===== src/rtl/mt9v034_pkg.sv =====
// Shared constants, FSM state type and word helpers for the MT9V034 serial emulator.
package mt9v034_pkg;

   localparam int WORD_BITS = 12;
   localparam int PIX_BITS  = 10;

   localparam logic [PIX_BITS-1:0] SYNC_PREAMBLE = 10'h3FF;
   localparam logic [PIX_BITS-1:0] SYNC_ZERO     = 10'h000;
   localparam logic [PIX_BITS-1:0] CODE_LS       = 10'h001;
   localparam logic [PIX_BITS-1:0] CODE_LE       = 10'h002;
   localparam logic [PIX_BITS-1:0] CODE_FS       = 10'h004;
   localparam logic [PIX_BITS-1:0] CODE_FE       = 10'h008;
   localparam logic [PIX_BITS-1:0] PIX_CLAMP     = 10'h3FE;
   localparam logic [PIX_BITS-1:0] LFSR_SEED     = 10'h001;

   typedef enum logic [2:0] {
      ST_IDLE,
      ST_FS_SYNC,
      ST_LS_SYNC,
      ST_PIXELS,
      ST_LE_SYNC,
      ST_HBLANK,
      ST_FE_SYNC,
      ST_VBLANK
   } tx_state_t;

   // Pixel data must never imitate the sync preamble.
   function automatic logic [PIX_BITS-1:0] clamp_pixel(input logic [PIX_BITS-1:0] value);
      return (value == SYNC_PREAMBLE) ? PIX_CLAMP : value;
   endfunction

   function automatic logic [PIX_BITS-1:0] sync_word(input logic [1:0] idx,
                                                     input logic [PIX_BITS-1:0] code);
      logic [PIX_BITS-1:0] word;
      case (idx)
         2'd0:    word = SYNC_PREAMBLE;
         2'd1:    word = SYNC_ZERO;
         default: word = code;
      endcase
      return word;
   endfunction

endpackage


===== src/rtl/mt9v034_word_serializer.sv =====
// 12-bit word shifter: start bit, ten data bits LSB first, stop bit.
// word_req is high during the bit-11 cycle (or before the first word) so the next word loads seamlessly.
module mt9v034_word_serializer
   import mt9v034_pkg::*;
(
   input  logic                clk,
   input  logic                rst,
   input  logic [PIX_BITS-1:0] load_data,
   output logic                word_req,
   output logic                first_word,
   output logic                tx_bit,
   output logic                word_strobe
);

   localparam int CW = $clog2(WORD_BITS);
   localparam logic [CW-1:0] LAST_BIT = CW'(WORD_BITS - 1);

   logic [CW-1:0]       bit_cnt;
   logic [PIX_BITS-1:0] shift_reg;
   logic                running;

   assign first_word = ~running;
   assign word_req   = ~running | (bit_cnt == LAST_BIT);

   // Zeros shifted in behind the data provide the stop bit for free.
   always_ff @(posedge clk or posedge rst) begin
      if (rst) begin
         running     <= 1'b0;
         bit_cnt     <= '0;
         shift_reg   <= '0;
         tx_bit      <= 1'b0;
         word_strobe <= 1'b0;
      end else if (word_req) begin
         running     <= 1'b1;
         bit_cnt     <= '0;
         shift_reg   <= load_data;
         tx_bit      <= 1'b1;
         word_strobe <= 1'b1;
      end else begin
         bit_cnt     <= bit_cnt + CW'(1);
         shift_reg   <= {1'b0, shift_reg[PIX_BITS-1:1]};
         tx_bit      <= shift_reg[0];
         word_strobe <= 1'b0;
      end
   end

endmodule


===== src/rtl/mt9v034_serial_emulator.sv =====
// Synthetic MT9V034 frame source: sync words, pixel pattern and blanking, serialised one bit per clock.
// Define MT9V034_TX_PRBS_EN for LFSR pixel data; otherwise an (x + y) ramp is sent.
module mt9v034_serial_emulator
   import mt9v034_pkg::*;
#(
   parameter int C_Width  = 752,
   parameter int C_Height = 480,
   parameter int C_HBlank = 61,
   parameter int C_VBlank = 45
)
(
   input  logic                ClkIn,
   input  logic                Rst,
   input  logic                Enable,
   output logic                TxBit,
   output logic                WordStrobe,
   output logic                FrameActive,
   output logic                LineActive,
   output logic [PIX_BITS-1:0] PixelValue
);

   localparam int XW   = (C_Width  > 1) ? $clog2(C_Width)  : 1;
   localparam int YW   = (C_Height > 1) ? $clog2(C_Height) : 1;
   localparam int BMAX = (C_HBlank > C_VBlank) ? C_HBlank : C_VBlank;
   localparam int BW   = (BMAX > 0) ? $clog2(BMAX + 1) : 1;

   localparam logic [XW-1:0] X_LAST  = XW'(C_Width - 1);
   localparam logic [YW-1:0] Y_LAST  = YW'(C_Height - 1);
   localparam logic [BW-1:0] HB_LAST = BW'((C_HBlank > 0) ? C_HBlank - 1 : 0);
   localparam logic [BW-1:0] VB_LAST = BW'((C_VBlank > 0) ? C_VBlank - 1 : 0);

   tx_state_t           state_q, state_d;
   logic [1:0]          sync_q, sync_d;
   logic [XW-1:0]       x_q, x_d;
   logic [YW-1:0]       y_q, y_d;
   logic [BW-1:0]       blank_q, blank_d;
   logic [PIX_BITS-1:0] word_data;
   logic [PIX_BITS-1:0] pix_raw;
   logic                word_req;
   logic                first_word;

   // The registered state describes the word on the line; *_d describes the word loaded at the next request.
   always_comb begin
      state_d = state_q;
      sync_d  = sync_q;
      x_d     = x_q;
      y_d     = y_q;
      blank_d = blank_q;
      if (first_word) begin
         state_d = ST_IDLE;
      end else begin
         unique case (state_q)
            ST_IDLE: begin
               if (Enable) begin
                  state_d = ST_FS_SYNC;
                  sync_d  = '0;
                  x_d     = '0;
                  y_d     = '0;
               end
            end
            ST_FS_SYNC: begin
               if (sync_q == 2'd2) begin
                  state_d = ST_LS_SYNC;
                  sync_d  = '0;
               end else begin
                  sync_d = sync_q + 2'd1;
               end
            end
            ST_LS_SYNC: begin
               if (sync_q == 2'd2) begin
                  state_d = ST_PIXELS;
                  sync_d  = '0;
                  x_d     = '0;
               end else begin
                  sync_d = sync_q + 2'd1;
               end
            end
            ST_PIXELS: begin
               if (x_q == X_LAST) begin
                  state_d = ST_LE_SYNC;
                  sync_d  = '0;
                  x_d     = '0;
               end else begin
                  x_d = x_q + XW'(1);
               end
            end
            ST_LE_SYNC: begin
               if (sync_q != 2'd2) begin
                  sync_d = sync_q + 2'd1;
               end else if (y_q == Y_LAST) begin
                  state_d = ST_FE_SYNC;
                  sync_d  = '0;
                  y_d     = '0;
               end else begin
                  y_d    = y_q + YW'(1);
                  sync_d = '0;
                  if (C_HBlank == 0) begin
                     state_d = ST_LS_SYNC;
                  end else begin
                     state_d = ST_HBLANK;
                     blank_d = '0;
                  end
               end
            end
            ST_HBLANK: begin
               if (blank_q == HB_LAST) begin
                  state_d = ST_LS_SYNC;
                  sync_d  = '0;
                  blank_d = '0;
               end else begin
                  blank_d = blank_q + BW'(1);
               end
            end
            ST_FE_SYNC: begin
               if (sync_q != 2'd2) begin
                  sync_d = sync_q + 2'd1;
               end else if (C_VBlank == 0) begin
                  state_d = Enable ? ST_FS_SYNC : ST_IDLE;
                  sync_d  = '0;
                  x_d     = '0;
                  y_d     = '0;
                  blank_d = '0;
               end else begin
                  state_d = ST_VBLANK;
                  sync_d  = '0;
                  blank_d = '0;
               end
            end
            ST_VBLANK: begin
               if (blank_q == VB_LAST) begin
                  state_d = Enable ? ST_FS_SYNC : ST_IDLE;
                  sync_d  = '0;
                  x_d     = '0;
                  y_d     = '0;
                  blank_d = '0;
               end else begin
                  blank_d = blank_q + BW'(1);
               end
            end
         endcase
      end
   end

`ifdef MT9V034_TX_PRBS_EN
   logic [PIX_BITS-1:0] lfsr_q;

   // x^10 + x^7 + 1, reseeded at the first FS word and stepped once per pixel word.
   always_ff @(posedge ClkIn or posedge Rst) begin
      if (Rst) begin
         lfsr_q <= LFSR_SEED;
      end else if (word_req) begin
         if (state_d == ST_FS_SYNC && sync_d == 2'd0) begin
            lfsr_q <= LFSR_SEED;
         end else if (state_d == ST_PIXELS) begin
            lfsr_q <= {lfsr_q[PIX_BITS-2:0], lfsr_q[9] ^ lfsr_q[6]};
         end
      end
   end

   assign pix_raw = lfsr_q;
`else
   assign pix_raw = PIX_BITS'(x_d) + PIX_BITS'(y_d);
`endif

   always_comb begin
      word_data = SYNC_ZERO;
      case (state_d)
         ST_FS_SYNC: word_data = sync_word(sync_d, CODE_FS);
         ST_LS_SYNC: word_data = sync_word(sync_d, CODE_LS);
         ST_LE_SYNC: word_data = sync_word(sync_d, CODE_LE);
         ST_FE_SYNC: word_data = sync_word(sync_d, CODE_FE);
         ST_PIXELS:  word_data = clamp_pixel(pix_raw);
         default:    word_data = SYNC_ZERO;
      endcase
   end

   // Flags are loaded together with the word so they stay aligned with TxBit.
   always_ff @(posedge ClkIn or posedge Rst) begin
      if (Rst) begin
         state_q     <= ST_IDLE;
         sync_q      <= '0;
         x_q         <= '0;
         y_q         <= '0;
         blank_q     <= '0;
         FrameActive <= 1'b0;
         LineActive  <= 1'b0;
         PixelValue  <= '0;
      end else if (word_req) begin
         state_q     <= state_d;
         sync_q      <= sync_d;
         x_q         <= x_d;
         y_q         <= y_d;
         blank_q     <= blank_d;
         FrameActive <= (state_d != ST_IDLE) && (state_d != ST_VBLANK);
         LineActive  <= (state_d == ST_PIXELS);
         PixelValue  <= word_data;
      end
   end

   mt9v034_word_serializer u_serializer (
      .clk         (ClkIn),
      .rst         (Rst),
      .load_data   (word_data),
      .word_req    (word_req),
      .first_word  (first_word),
      .tx_bit      (TxBit),
      .word_strobe (WordStrobe)
   );

endmodule


===== config.mk =====
export PLATFORM = sky130hd
export DESIGN_NAME = mt9v034_serial_emulator
export DESIGN_NICKNAME = d
export VERILOG_FILES = /design/src/rtl/mt9v034_pkg.sv /design/src/rtl/mt9v034_word_serializer.sv /design/src/rtl/mt9v034_serial_emulator.sv
export SDC_FILE = /design/constraint.sdc
export NUM_CORES = 1
export LEC_CHECK = 0
export CAP_MARGIN = 10
export CORE_UTILIZATION = 27
export DETAILED_ROUTE_END_ITERATION = 10
export PLACE_DENSITY = 0.44
export SLEW_MARGIN = 20
export SYNTH_ARGS = -nofsm -noshare
export SYNTH_HDL_FRONTEND = slang
export SYNTH_SLANG_ARGS = --single-unit

===== constraint.sdc =====
create_clock -name ClkIn -period 5.3 [get_ports ClkIn]
set_input_delay 0.53 -clock ClkIn [delete_from_list [all_inputs] [get_ports ClkIn]]
set_output_delay 0.53 -clock ClkIn [all_outputs]
set_load 0.005 [all_outputs]

# == Word-level counts from Yosys, hierarchy flattened ==
# Index checks and enable logic that the tools add are counted.
# totals
regBits,59
latchBits,0
ramBits,0
romBits,0
in_bits,3
output_inout_bits,14
elab_cells,102
n_memories,0
# op_classes
n_addsub,6
n_mul,0
div,0
order_cmp,0
eq_ne,25
shift,0
muxes,48
bitwise_logic,2
reduce_logical,8
# ops
op,n
10-bit case mux with 2 select lines,4
10-bit two-way mux,7
10-bit case mux with 5 select lines,1
9-bit two-way mux,5
10-bit case mux with 4 select lines,1
6-bit two-way mux,5
3-bit two-way mux,9
9-bit case mux with 3 select lines,1
3-bit case mux with 8 select lines,1
6-bit case mux with 4 select lines,1
10-bit == test (second input constant),2
3-bit == test (second input constant),6
2-bit two-way mux,8
3-bit by 2-bit == test with 1-bit output (second input constant),4
6-bit == test (second input constant),2
2-bit case mux with 6 select lines,1
10-bit by 1-bit adder with 10-bit output (second input constant),1
10-bit by 9-bit adder with 10-bit output,1
9-bit by 1-bit adder with 9-bit output (second input constant),1
9-bit == test (second input constant),1
2-bit inequality test (second input constant),4
6-bit by 1-bit adder with 6-bit output (second input constant),1
3-bit by 1-bit == test with 1-bit output (second input constant),2
6-bit AND reduction,1
16 further kinds,19

# == Logic depth before layout (Yosys ltp) ==
# Gate-level depths: netlist (run 1).
# logic_depth
ltp_word,10
mapped_depth,17
depth_no_buf,17

# == Modules after synthesis ==
# Synthesis (run 1) repeated with hierarchy kept, for this count alone.
# unflattened
hier_cells,453
area_unflattened_um2,4120.2
# by_module_without_submodules
mod,n_inst,cells_per_inst,area_each_um2,seq_area_each_um2
mt9v034_serial_emulator,1,408,3429.5,1051.0
mt9v034_word_serializer,1,45,690.7,425.4

# == Worst setup path before layout (run 1) ==
# OpenSTA, ideal clock, no wires.
# synth_timing
path_type,register to register
from,register y_q[0]
to,register PixelValue[0]
setup_ns,0.141
t_arrival_ns,3.771
required_ns,5.159
setup_slack_ns,1.387
stages_incl_launch_ff,17
path_buffers,0
period_less_slack_ns,3.913
path_cell_list,dfrtp_1 > ha_1 > nand4b_1 > or2_2 > o211ai_1 > o21bai_1 > nand2_1 > o31ai_1 > ha_1 > fa_1 > a211oi_1 > o21bai_1 > a21oi_1 > xor2_1 > or3b_2 > o311ai_1 > nand3_1
# synth_via
elab_chain_len,9
elab_cells_between_ends,21
classes_between,add/sub (2); eq/ne (7); mux (12)
# synth_rtl
item,line_no,rtl
"start, declared",mt9v034_serial_emulator.sv:35,"logic [YW-1:0] y_q, y_d;"
"start signal, assigned",mt9v034_serial_emulator.sv:192,y_q <= y_d;
9-bit by 1-bit adder with 9-bit output / 9-bit == test (equally long branches),"mt9v034_serial_emulator.sv:95, mt9v034_serial_emulator.sv:90",
9-bit two-way mux,mt9v034_serial_emulator.sv:90,end else if (y_q == Y_LAST) begin
9-bit two-way mux,mt9v034_serial_emulator.sv:88,if (sync_q != 2'd2) begin
9-bit case mux with 3 select lines,mt9v034_serial_emulator.sv:52,unique case (state_q)
9-bit two-way mux (*),mt9v034_serial_emulator.sv:49,if (first_word) begin
named net y_d[0],mt9v034_serial_emulator.sv:35,
10-bit by 9-bit adder with 10-bit output (*),mt9v034_serial_emulator.sv:162,assign pix_raw = PIX_BITS'(x_d) + PIX_BITS'(y_d);
10-bit == test,mt9v034_pkg.sv:29,return (value == SYNC_PREAMBLE) ? PIX_CLAMP : value;
10-bit two-way mux (*),mt9v034_pkg.sv:29,
10-bit case mux with 5 select lines (*),mt9v034_serial_emulator.sv:167,case (state_d)
"end signal, assigned",mt9v034_serial_emulator.sv:196,PixelValue <= word_data;
"end, declared",mt9v034_serial_emulator.sv:19,output logic [PIX_BITS-1:0] PixelValue
# The timed path passes the listed nets; every way through them passes the cells marked *.
# A chain may end at the register's enable or synchronous reset.

# == Final worst setup path (run 1) ==
# layout_timing
from,register y_q[1]
to,register PixelValue[0]
# layout_via
elab_chain_len,9
elab_cells_between_ends,21
classes_between,add/sub (2); eq/ne (7); mux (12)
# layout_rtl
item,line_no
9-bit == test (*),mt9v034_serial_emulator.sv:90
9-bit two-way mux (*),mt9v034_serial_emulator.sv:90
9-bit two-way mux (*),mt9v034_serial_emulator.sv:88
9-bit case mux with 3 select lines (*),mt9v034_serial_emulator.sv:52
9-bit two-way mux (*),mt9v034_serial_emulator.sv:49
named net y_d[0],mt9v034_serial_emulator.sv:35
10-bit by 9-bit adder with 10-bit output (*),mt9v034_serial_emulator.sv:162
10-bit == test,mt9v034_pkg.sv:29
10-bit two-way mux (*),mt9v034_pkg.sv:29
10-bit case mux with 5 select lines (*),mt9v034_serial_emulator.sv:167
# Marks and branches as above.

==> reports/metrics.yaml, run 1 <==
outcome: "complete, no violations"
cp_slowest_cell: "o211ai_1"
hpwl_um: 8420
drive_above_1_share: 0.109
grt-ovfl-total: 0
fin_nets: 500
ys_types: 75
pwr-share-clk: 0.521
p_total_mw: 1.39
vdd_drop_max_mv: 0.150
via_per_inst: 5.46
grt_pass1_vias: 3748
syn_area_per_cell_um2: 8.61
numCtsBuffers: 9
cts_setup_buffers: 0
min_period_over_period: 0.865
cts_resized: 0
grt_pass1_wl_um: 19600
synth.top_cell.area_share: 0.364
pwr-share-comb: 0.121
die_h_um: 125
insertion_delay_ns: 0.34
die_width_um: 125
tightest_slew_ns: 0.796
ys_ff_latch: 59
setup_viol: 0
async_flop_share: 1.00
fin_area_mm2: 0.00474
drtIter0Drc: 245
wirelength_um: 11700
synth_xor_area_frac: 0.0278
timing.fmax_ghz: 0.218
die_area_mm2: 0.0155
path_max_fanout: 8
cpPeakStageDelay_ns: 0.53
period_needed_ns: 4.58
rows: 44
power.internal_mw: 1.05
syn_to_final_growth_pct: 16.9
synth_top_family_by_area: "compound AO/OA/AOI/OAI gates"
synthMuxAreaShare: 0.0302
h-tree-depth: 3
clockRootBuffer: "clkbuf_16"
drc: 0
critPathKind: "flop to flop"
synth_most_common_cell: "dfrtp_1"
crit_chain: "ha_1 -> nand4b_1 -> or2_2 -> o211ai_1 -> o21bai_1 -> nand2_1 -> o31ai_1 -> ha_1 -> fa_1 -> a211oi_1 -> o21bai_1 -> a21oi_1 -> xor2_1 -> or3b_2 -> o311ai_1 -> nand3_1"
ant_nets: 0
antenna_found_initial: 0
syn-cell-area_mm2: 0.00406
p_seq_frac: 0.358
clock_sinks: 59
drv_cap: 0
crit_path_start_kind: "flop"
leakage_nw: 1.92
setup_tns_ns: 0
p_per_area_mw_per_mm2: 294
synthSimpleGateAreaFrac: 0.234
start_util: 0.278
dp_slack_ns: 0.553
diodes: 0
vias: 3657
worst_slack_ns: 0.717
grt_use_total: 0.161
rsz0062_at_grt: "false"
switching_share: 0.247
gp_congestion: 0.819
synth-edff-count: 0
dr.pass1.iters: 4
tritoncts: "done"
synth_compound_gate_area_share: 0.255
grt_max_degree: 60
hold_buffers: 0
clk_path_buf_depth: 2
portBuffers: 16
slew-limit-headroom: 0.469
wire_per_inst_um: 17.4
cp-end-kind: "flop"
synth_warnings: 0
io_pins: 17
worst_ep_arrival_time_ns: 4.79
core_mm2: 0.0146
hold_viol: 0
clk_pin_slew_ns: 0.05
worst_ep_required_time_ns: 5.50
final_max_slew_viol_count: 0
p_sw_mw: 0.344
netlist_top_cells_count: "dfrtp_1, nor2_1, nand2_1, o21ai_0, nand3_1"
fin_worst_skew_ns: 0.00914
synthAdderAreaFrac: 0.0481
seq_area_frac_synth: 0.364
ys.flop_type: "dfrtp_1"
syn_inst: 471
final_util: 0.325
placed_area_mm2: 0.00438
synth_largest_area_cell: "dfrtp_1"
ys_top_cells_by_area: "dfrtp_1, o21ai_0, nor2_1"
syn_nets: 489
hold_path_class: "flop to flop"
cells by family (layout without fill, tap and decap cells):
group	count (synthesis)	after routing
other cells	1	1
fa+ha+maj	15	15
xor+xnor	12	12
flops	59	59
buf+inv	34	49
simple gates	185	185
compound gates	154	154
mux	11	11
worst max-delay path: cells and delay by family, from the launching register on:
family,cells,cell delay (ns)
xor gates and xnor gates,1,0.10
DFF,1,0.40
and+or+nand+nor,5,1.21
AOI/OAI and AO/OA,7,1.81
adders and majority gates,3,0.91
cell type report:
class                           instances  area [um2]
Timing Repair Buffer                   21         198
Tap cell                              184         230
Clock inverter                          5         125
Fill cell                            1494        9850
Inverter                               13        48.8
Clock buffer                           10         239
Multi-Input combinational cell        378        2420
Sequential cell                        59        1480
metrics by stage:
stage | instances | hold WS (ns)
5_1_grt | 670 | 0.462
3_3_place_gp | 655 | 0.436
2_1_floorplan | 471 | 0.413
3_5_place_dp | 655 | 0.438
4_1_cts | 670 | 0.451
6_report | 670 | 0.452
path summary, 6_finish.rpt:
path | from | endpoint | slack [ns] | depth (start not counted)
setup / recovery | y_q[1] | PixelValue[0] | 0.72 | 16
hold / removal | u_serializer.shift_reg[5] | u_serializer.shift_reg[4] | 0.45 | 2
setup reg to reg | y_q[1] | PixelValue[0] | 0.72 | 16
hold reg to reg | u_serializer.shift_reg[5] | u_serializer.shift_reg[4] | 0.45 | 2
max in group asynchronous | Rst | y_q[0] | 4.03 | 3
min in group asynchronous | Rst | PixelValue[1] | 0.74 | 3
metal layers:
layer / vias up / track usage / wire, um
li1: 1774 / - / -
met1: 1791 / 0.206 / 5460
met2: 70 / 0.259 / 5570
met3: 22 / 0.0391 / 411
met4: 0 / 0.0673 / 233
met5: - / 0 / 0
power by group through the flow:
stage	logic, mW	clock network [mW]	registers, mW
CTS	0.169	0.744	0.497
global placement	0.167	0	0.504
detailed placement	0.168	0	0.505
finish	0.168	0.726	0.498
floorplan	0.132	0	0.492
global route	0.188	0.765	0.502
cells in the final DEF (no fill, tap or decap), types with 6 or more instances in the layout:
cell type        instances
nor3_1                   8
a21oi_1                 20
o31ai_1                 14
clkdlybuf4s50_1         16
xor2_1                   6
nand4_1                  7
dfrtp_1                 59
ha_1                    14
clkbuf_16                9
nand3_1                 22
o21ai_0                 47
inv_1                   11
o21ai_1                  7
mux2_2                  10
nor2_1                  51
nand2_1                 48
No activity file was read; power rests on OpenSTA's default activity.
==> inputs of run 2 (changes only) <==
CORE_UTILIZATION = 64   (was 27)
DONT_BUFFER_PORTS = 1   (was default)
PLACE_DENSITY = 0.82   (was 0.44)
==> reports/metrics.yaml, run 2 (synthesis results as in run 1) <==
slew-limit-headroom: 0.370
grt_use_total: 0.322
outcome: "complete, no violations"
critPathKind: "flop to flop"
tritoncts: "done"
grt_pass1_vias: 3306
path_max_fanout: 18
fin_worst_skew_ns: 0.00802
h-tree-depth: 3
grt-ovfl-total: 0
die_width_um: 81.6
dr.pass1.iters: 5
switching_share: 0.264
fin_area_mm2: 0.00433
hold_viol: 0
placed_area_mm2: 0.00407
period_needed_ns: 4.65
hold_buffers: 0
p_total_mw: 1.19
diodes: 0
core_mm2: 0.00603
hold-worst-slack_ns: 0.117
drive_above_1_share: 0.111
ant_nets: 0
setup_viol: 0
fillCellCount: 465
final_cell_mix: "dfrtp_1, nor2_1, nand2_1"
min_period_over_period: 0.878
rsz0062_at_grt: "false"
crit_chain: "o31ai_1 -> a221oi_1 -> buf_4 -> nand2_1 -> o21ai_0 -> ha_1 -> fa_1 -> a211oi_1 -> o21bai_1 -> a21oi_1 -> xor2_1 -> or3b_2 -> o311ai_1 -> nand3_1"
grt_pass1_wl_um: 16100
p_sw_mw: 0.313
fin_nets: 482
crit_path_start_kind: "flop"
vdd_drop_max_mv: 0.277
layoutNonFillerInstCount: 544
leakage_nw: 1.81
dp_slack_ns: 0.823
cts_setup_buffers: 0
tightest_slew_ns: 0.938
clk_pin_slew_ns: 0.07
wirelength_um: 9820
final_max_slew_viol_count: 0
hpwl_um: 6970
clockRootBuffer: "clkbuf_8"
grt_max_degree: 34
wire_per_inst_um: 18.0
io_pins: 17
cts_resized: 0
cp_slowest_cell: "o31ai_1"
gp_congestion: 1.03
cp-end-kind: "flop"
p_seq_frac: 0.421
hold_path_class: "primary input to async pin"
crit_buf_inv: 1
die_area_mm2: 0.00666
worst_ep_arrival_time_ns: 4.86
place_inst: 528
crit_family: "compound AO/OA/AOI/OAI gates"
numCtsBuffers: 9
clk_path_buf_depth: 2
layout_commonest_cell: "dfrtp_1"
timing.fmax_ghz: 0.215
worst_slack_ns: 0.645
clock_sinks: 59
final_util: 0.718
cpPeakStageDelay_ns: 0.88
rows: 28
insertion_delay_ns: 0.35
via_per_inst: 6.76
drc: 0
pwr-share-comb: 0.127
syn_to_final_growth_pct: 6.63
vias: 3678
start_util: 0.673
power.internal_mw: 0.874
pwr-share-clk: 0.451
worst_ep_required_time_ns: 5.51
antenna_found_initial: 0
portBuffers: 0
die_h_um: 81.6
p_per_area_mw_per_mm2: 274
setup_tns_ns: 0
drv_cap: 0
drtIter0Drc: 270
run 2: cell types whose count changed in the layout (fill, tap and decap cells not counted), sizes merged:
| cell | before | now |
|---|---|---|
| bufinv | 4 | 3 |
| clkbuf | 10 | 12 |
| clkdlybuf4s50 | 16 | 0 |
| buf | 5 | 3 |
run 2: worst register-to-register path, stage by stage, from the launching register on:
cell	delay [ns]
dfrtp_1	0.57
o31ai_1	0.88
a221oi_1	0.17
buf_4	0.23
nand2_1	0.07
o21ai_0	0.12
ha_1	0.25
fa_1	0.43
a211oi_1	0.42
o21bai_1	0.13
a21oi_1	0.19
xor2_1	0.10
or3b_2	0.48
o311ai_1	0.35
nand3_1	0.13
run 2: path summary, 6_finish.rpt:
kind | start | end | slack, ns | cells past startpoint
worst max register to register | state_q[2] | PixelValue[0] | 0.65 | 14
worst max-delay path | state_q[2] | PixelValue[0] | 0.65 | 14
min in group ClkIn | u_serializer.shift_reg[7] | u_serializer.shift_reg[6] | 0.45 | 2
max in group asynchronous | Rst | x_q[5] | 4.36 | 2
worst min-delay path | Rst | u_serializer.shift_reg[1] | 0.12 | 1
worst min register to register | u_serializer.shift_reg[7] | u_serializer.shift_reg[6] | 0.45 | 2
run 2: metal layers:
layer  GRT usage  vias up  wire (um)
li1            -     1737          -
met1       0.437     1748       4350
met2       0.498      164       4440
met3      0.0756       29        746
met4       0.118        0        276
met5           0        -          0
run 2: cell type report:
class                   instances  area, um2  area share
multi-input cells             378       2420       0.560
flip-flops and latches         59       1480       0.341
clock buffers                  12        165      0.0382
clock inverters                 4       95.1      0.0220
well taps                      75       93.8      0.0217
inverters                      13       48.8      0.0113
repair buffers                  3       22.5     0.00521
run 2: power by group through the flow:
stage	Combinational (mW)	Clock [mW]	Sequential, mW
2_1_floorplan	0.132	0	0.492
3_3_place_gp	0.146	0	0.506
3_5_place_dp	0.148	0	0.507
4_1_cts	0.149	0.539	0.499
5_1_grt	0.168	0.561	0.504
6_report	0.151	0.535	0.500
